**config.mk**
```make
export PLATFORM = sky130hd
export DESIGN_NAME = alu_control
export DESIGN_NICKNAME = d
export VERILOG_FILES = /design/src/rtl/alu_control_pkg.sv /design/src/rtl/alu_control_decode.sv /design/src/rtl/alu_control.sv
export SDC_FILE = /design/constraint.sdc
export NUM_CORES = 1
export LEC_CHECK = 0
export ABC_AREA = 1
export CAP_MARGIN = 10
export CORE_AREA = 2 2 39 41
export DETAILED_ROUTE_END_ITERATION = 10
export DIE_AREA = 0 0 41 43
export RECOVER_POWER = 100
export REMOVE_ABC_BUFFERS = 1
export SETUP_SLACK_MARGIN = 0.1
export SYNTH_ARGS = -nofsm -noshare
export SYNTH_HDL_FRONTEND = slang
export SYNTH_HIERARCHICAL = 1
export SYNTH_SLANG_ARGS = --single-unit
```
**constraint.sdc**
```tcl
create_clock -name clk -period 0.8 [get_ports clk]
set_input_delay 0.24 -clock clk [delete_from_list [all_inputs] [get_ports clk]]
set_output_delay 0.24 -clock clk [all_outputs]
set_load 0.005 [all_outputs]
```
**src/rtl/alu_control_pkg.sv**
```systemverilog
// Shared encodings for the ALU control decoder: ALUOp classes, R-type
// opcodes (instruction bits [31:21]) and the ALUCtl codes driven to the ALU.
package alu_control_pkg;

  typedef enum logic [1:0] {
    ALUOP_LDST  = 2'b00,
    ALUOP_CBZ   = 2'b01,
    ALUOP_RTYPE = 2'b10,
    ALUOP_RSVD  = 2'b11
  } aluop_e;

  localparam logic [10:0] OPC_ADD = 11'b100_0101_1000;
  localparam logic [10:0] OPC_SUB = 11'b110_0101_1000;
  localparam logic [10:0] OPC_AND = 11'b100_0101_0000;
  localparam logic [10:0] OPC_ORR = 11'b101_0101_0000;

  typedef enum logic [3:0] {
    ALUCTL_AND     = 4'b0000,
    ALUCTL_ORR     = 4'b0001,
    ALUCTL_ADD     = 4'b0010,
    ALUCTL_SUB     = 4'b0110,
    ALUCTL_PASSB   = 4'b0111,
    ALUCTL_INVALID = 4'b1111
  } aluctl_e;

  // Value presented while the output register is held in reset.
  localparam logic [3:0] ALUCTL_RESET = ALUCTL_ADD;

endpackage

```
**src/rtl/alu_control_decode.sv**
```systemverilog
// Purely combinational ALU control decode. ALUOp is resolved first so that
// the opcode bits are only looked at for R-type instructions.
module alu_control_decode
  import alu_control_pkg::*;
(
  input  logic [10:0] opcode,
  input  logic [1:0]  aluop,
  output logic [3:0]  alu_ctl,
  output logic        illegal
);

  always_comb begin
    alu_ctl = ALUCTL_INVALID;
    illegal = 1'b1;
    case (aluop)
      ALUOP_LDST: begin
        alu_ctl = ALUCTL_ADD;
        illegal = 1'b0;
      end
      ALUOP_CBZ: begin
        alu_ctl = ALUCTL_PASSB;
        illegal = 1'b0;
      end
      ALUOP_RTYPE: begin
        // Exact match only; any unknown or unlisted opcode stays invalid.
        case (opcode)
          OPC_ADD: begin alu_ctl = ALUCTL_ADD; illegal = 1'b0; end
          OPC_SUB: begin alu_ctl = ALUCTL_SUB; illegal = 1'b0; end
          OPC_AND: begin alu_ctl = ALUCTL_AND; illegal = 1'b0; end
          OPC_ORR: begin alu_ctl = ALUCTL_ORR; illegal = 1'b0; end
          default: begin alu_ctl = ALUCTL_INVALID; illegal = 1'b1; end
        endcase
      end
      default: begin
        alu_ctl = ALUCTL_INVALID;
        illegal = 1'b1;
      end
    endcase
  end

endmodule

```
**src/rtl/alu_control.sv**
```systemverilog
// ALU control unit: the combinational decoder wrapped by an optional
// one-cycle output register (REG_OUT=1) with asynchronous reset.
module alu_control
  import alu_control_pkg::*;
#(
  parameter bit REG_OUT = 1'b1
) (
  input  logic        clk,
  input  logic        rst,
  input  logic [10:0] opcode,
  input  logic [1:0]  ALUOp,
  output logic [3:0]  ALUCtl,
  output logic        illegal
);

  logic [3:0] dec_ctl;
  logic       dec_illegal;

  alu_control_decode u_decode (
    .opcode  (opcode),
    .aluop   (ALUOp),
    .alu_ctl (dec_ctl),
    .illegal (dec_illegal)
  );

  if (REG_OUT) begin : g_reg
    logic [3:0] ctl_d, ctl_q;
    logic       illegal_d, illegal_q;

    always_comb begin
      ctl_d     = dec_ctl;
      illegal_d = dec_illegal;
    end

    // Reset overrides the registered decode immediately, not at the next edge.
    always_ff @(posedge clk or posedge rst) begin
      if (rst) begin
        ctl_q     <= ALUCTL_RESET;
        illegal_q <= 1'b0;
      end else begin
        ctl_q     <= ctl_d;
        illegal_q <= illegal_d;
      end
    end

    assign ALUCtl  = ctl_q;
    assign illegal = illegal_q;
  end else begin : g_comb
    logic unused_clk_rst;
    assign unused_clk_rst = clk ^ rst;
    assign ALUCtl  = dec_ctl;
    assign illegal = dec_illegal;
  end

endmodule

```
==> flow_summary.yaml, run 1 <==
drt:
  routed_wl_um: 706
  routed_via_density: 4.03
  dr.pass1.iters: 3
  wire_per_inst_um: 8.94
  drtIter0Drc: 1
  drc_errors: 0
  final_antenna_net_count: 0
  vias: 318
sta:
  tns_ps: -880
  finalCritPeriodShare: 1.35
  slew_headroom: 0.851
  worst_pin_slew_ps: 223
  fmax_ghz: 0.923
  hold_violations: 0
  slew_viol_final: 0
  setup_slack_ps: -284
  rsz0062_at_grt: "true"
  setup_violations: 7
  min_period_ps: 1080
grt:
  grt_util_met1: 0.106
  use_met2: 0.134
  grt_max_degree: 6
  top_usage_layer: "met2"
  grt_pass1_wl_um: 1100
  antenna_found_initial: 0
  grt-ovfl-total: 0
  grt_use_total: 0.0925
  grt_use_met3: 0.0366
  grt_pass1_vias: 283
pwr:
  leakage_nw: 0.273
  peakVddDrop_uv: 316
  pwr_density_cell_nw_per_um2: 1280
clocking:
  cts_sinks: 5
  cts_tree: "built"
  clkTransAtPathRegs_ps: 50
  cts_buffers: 3
  htree_levels: 1
  cts_buffer_depth: 2
  clockRootBuffer: "clkbuf_4"
  ctsHoldBuffers: 0
status:
  outcome: "finished, violations left"
  failed_checks: "negative setup slack"
floorplan:
  io_pins: 20
  die_h_um: 43
  fp.coreArea_um2: 1380
  fp.dieW_um: 41
  initial_core_util: 0.200
  num_rows: 14
  dieArea_um2: 1760
place:
  dpl.cell_count: 75
  globalplace.congestion: 0.650
  post_dp_cell_area_um2: 502
  hpwl_um: 478
  numPortBuffers: 19
  pre_cts_slack_ps: -586
layout:
  finalNetCount: 79
  fill_cells: 153
  syn_to_final_growth_pct: 98.2
  final_cells: 79
  drive_gt1_frac: 0.698
  fin_area_um2: 548
  final_util: 0.396
  antenna_cells: 0
  final_common_cell: "buf_2"
  layout_common_cells: "buf_2, buf_6, inv_2"
yosys:
  yosysSeqAreaShare: 0.457
  netlist_instances: 38
  syn_avg_cell_area_um2: 7.28
  synth_warnings: 6
  synth_area_um2: 277
  ys_ff_latch: 5
  synth_cell_type_count: 10
critical_path:
  path_max_fanout: 1
  cp_cell_sequence: "buf_6"
  crit_family: "flip-flops"
  cp_num_buf_inv: 1
  crit_arrival_ps: 840
  crit_path_top_delay_cell: "dfstp_2"
  start_kind: "flip-flop"
  cp.required_ps: 560
  cpPeakStageDelay_ps: 520
  path_class: "flip-flop to output port"
  crit_path_end_kind: "output port"
min_path:
  hold_path_class: "input pin to flip-flop"
job:
  drv_cap: 0
-- kinds of logic (layout without fill, tap and decap cells) --
logic type	count (synthesis)	after routing	share of synthesized area
AOI/OAI and AO/OA	1	1	0.0452
buffers and inverters	11	36	0.149
DFF	5	5	0.457
and+or+nand+nor	21	21	0.348
-- sequential cells by signal (all words and copies together), names as in the netlist --
register,cells
illegal,1
ALUCtl,4
-- final cells by class --
class                      instances  area (µm²)  area share
multi-input combinational         22         164       0.299
tap                               16        20.0      0.0365
sequential                         5         126       0.231
timing repair buffer              21         170       0.311
clock buffer                       4        26.3      0.0479
inverter                          11        41.3      0.0753
-- where the power goes --
group	switching [mW]	total, mW	internal [mW]
Clock	0.0962	0.284	0.188
Sequential	0.00169	0.266	0.264
Combinational	0.0715	0.149	0.0777
-- cell usage after synthesis --
cell       n  share of area
inv_1     11           0.15
o211ai_2   1          0.045
dfrtp_1    4           0.36
nor2_2     2          0.045
nand2_1    8           0.11
nand2_2    1          0.023
nand3_1    2          0.036
nand4_1    3          0.068
dfstp_2    1          0.095
nor2_1     5          0.068
-- per-stage QoR --
step | hold slack (ps) | total power, mW
finish | 316 | 0.699
global route | 313 | 0.751
CTS | 198 | 0.688
detailed placement | 445 | 0.411
floorplan | 17.8 | 0.309
global placement | 447 | 0.411
-- worst paths after layout --
path,slack [ps],from,end,depth (start not counted)
worst min-delay path,320,opcode[3],ALUCtl[1],3
max in group asynchronous,230,rst,ALUCtl[1],2
worst max-delay path,-280,ALUCtl[1],ALUCtl[1],1
min in group asynchronous,330,rst,ALUCtl[0],2
-- routing by layer --
layer / routed length, µm / part of all wire
met1: 212 / 0.30
met2: 419 / 0.59
met3: 74 / 0.10
met4: 0 / 0
met5: 0 / 0
-- timing repair --
item                                    4_1_cts  5_1_grt
buffers inserted                              0        0
resized for setup                            71       17
endpoints found under the setup margin       10       10
pin swaps                                    11       13
(Power assumes the default switching activity.)
==> run 2, diff against run 1 <==
Clock period 0.8 ns to 1.3 ns, I/O delays scaled along.
==> run 2 against run 1 <==
  * The flow now finishes without violations
  * Combinational power decreased by 50%
  * Critical path depth unchanged
  * Setup slack improved by 360 ps
  * Non-clock buffer count decreased by 1
  * Power decreased by 42%
  * Cell count decreased by 1.3%
  * Utilization decreased by 2.4 points
  * Die area unchanged
  * Cell area decreased by 6.2%
  * Routed wire length decreased by 21%
==> flow_summary.yaml, run 2 (same netlist as run 1, synthesis figures left out) <==
status:
  outcome: "complete, no violations"
sta:
  finalCritPeriodShare: 0.938
  setup_slack_ps: 80.0
  setup_violations: 0
  hold_violations: 0
  slew_viol_final: 0
  min_period_ps: 1220
  slew_headroom: 0.846
  rsz0062_at_grt: "true"
  hold_ws_ps: 464
  fmax_ghz: 0.820
  worst_pin_slew_ps: 231
place:
  dpl.cell_count: 74
  pre_cts_slack_ps: -225
  post_dp_cell_area_um2: 494
  hpwl_um: 461
  globalplace.congestion: 0.657
  numPortBuffers: 19
clocking:
  ctsHoldBuffers: 0
  cts_buffers: 3
  cts_tree: "built"
  htree_levels: 1
  clkTransAtPathRegs_ps: 40
  clockRootBuffer: "clkbuf_4"
  post_cts.repair.setup_buffers: 0
  cts_sinks: 5
  cts_buffer_depth: 2
grt:
  grt_max_degree: 6
  grt_use_total: 0.0764
  grt_pass1_wl_um: 917
  grt-ovfl-total: 0
  grt_pass1_vias: 269
  antenna_found_initial: 0
critical_path:
  crit_family: "flip-flops"
  worstSetupEndpoint: "ALUCtl[3]"
  cp.required_ps: 910
  crit_arrival_ps: 830
  path_class: "flip-flop to output port"
  cp_num_buf_inv: 1
  start_kind: "flip-flop"
  crit_path_top_delay_cell: "dfrtp_1"
  crit_path_end_kind: "output port"
  cp_cell_sequence: "clkdlybuf4s25_1"
  path_depth: 1
  path_max_fanout: 1
  cpPeakStageDelay_ps: 350
  cp-startpoint: "ALUCtl[3]"
floorplan:
  dieArea_um2: 1760
  num_rows: 14
  io_pins: 20
  fp.coreArea_um2: 1380
  initial_core_util: 0.200
  die_h_um: 43
  fp.dieW_um: 41
drt:
  routed_wl_um: 559
  drc_errors: 0
  routed_via_density: 3.85
  dr.pass1.iters: 2
  vias: 300
  drtIter0Drc: 1
  wire_per_inst_um: 7.17
  final_antenna_net_count: 0
pwr:
  peakVddDrop_uv: 159
  pwr_density_cell_nw_per_um2: 793
  power_mw: 0.408
  leakage_nw: 0.290
layout:
  largest_reg_flops: 4
  fin_area_um2: 514
  final_cells: 78
  syn_to_final_growth_pct: 86.0
  finalNetCount: 78
  final_common_cell: "inv_1"
  drive_gt1_frac: 0.226
  antenna_cells: 0
  layout_common_cells: "inv_1, nand2_1, dlymetal6s2s_1"
job:
  drv_cap: 0
min_path:
  hold_path_class: "input pin to flip-flop"
[run 2: cell types whose count changed in the layout (fill, tap and decap cells not counted), moves of 2 or more]
cell,change
inv_2,-6
clkbuf_1,+3
nand2_2,-3
dlymetal6s2s_1,+5
nand2_1,+3
buf_6,-7
nor2_1,+3
buf_2,-7
inv_1,+6
nor2_4,-4
clkdlybuf4s50_1,+4
dlygate4sd2_1,+2
[run 2: repair_timing]
action,4_1_cts,5_1_grt
endpoints found under the setup margin,10,9
hold endpoints to repair,0,0
pin swaps,4,7
gates resized for setup,21,11
[run 2: final cells by class]
cell class / instances / area [µm²]
multi-input combinational: 22 / 119
tap: 16 / 20.0
inverter: 11 / 41.3
clock buffer: 4 / 26.3
timing repair buffer: 20 / 181
sequential: 5 / 126
fill: 158 / 870
[run 2: worst min path at each step]
stage,from,depth (start not counted),slack (ps),to
floorplan,rst,1,170,ALUCtl[0]
global placement,rst,2,600,ALUCtl[2]
detailed placement,rst,2,600,ALUCtl[0]
CTS,rst,2,360,ALUCtl[0]
global route,opcode[3],3,480,ALUCtl[1]
finish,opcode[3],3,460,ALUCtl[1]
[run 2: metal layers]
layer  vias up  share of wire  global-route usage
met4         0              0              0.0600
li1        160              -                   -
met1       127           0.35              0.0742
met3         0           0.11              0.0157
met5         -              0                   0
met2        13           0.54               0.128
[run 2: metrics by stage]
| stage | TNS, ps | util |
|---|---|---|
| floorplan | 0 | - |
| global placement | -1140 | 0.357 |
| detailed placement | -1110 | 0.357 |
| CTS | 0 | 0.382 |
| global route | 0 | 0.372 |
| finish | 0 | 0.372 |
[run 2: where the power goes]
group | leakage [nW] | internal [mW] | total, mW | switching (mW)
Clock | 0.0150 | 0.115 | 0.168 | 0.0529
Sequential | 0.0544 | 0.163 | 0.164 | 0.00145
Combinational | 0.220 | 0.0430 | 0.0752 | 0.0322
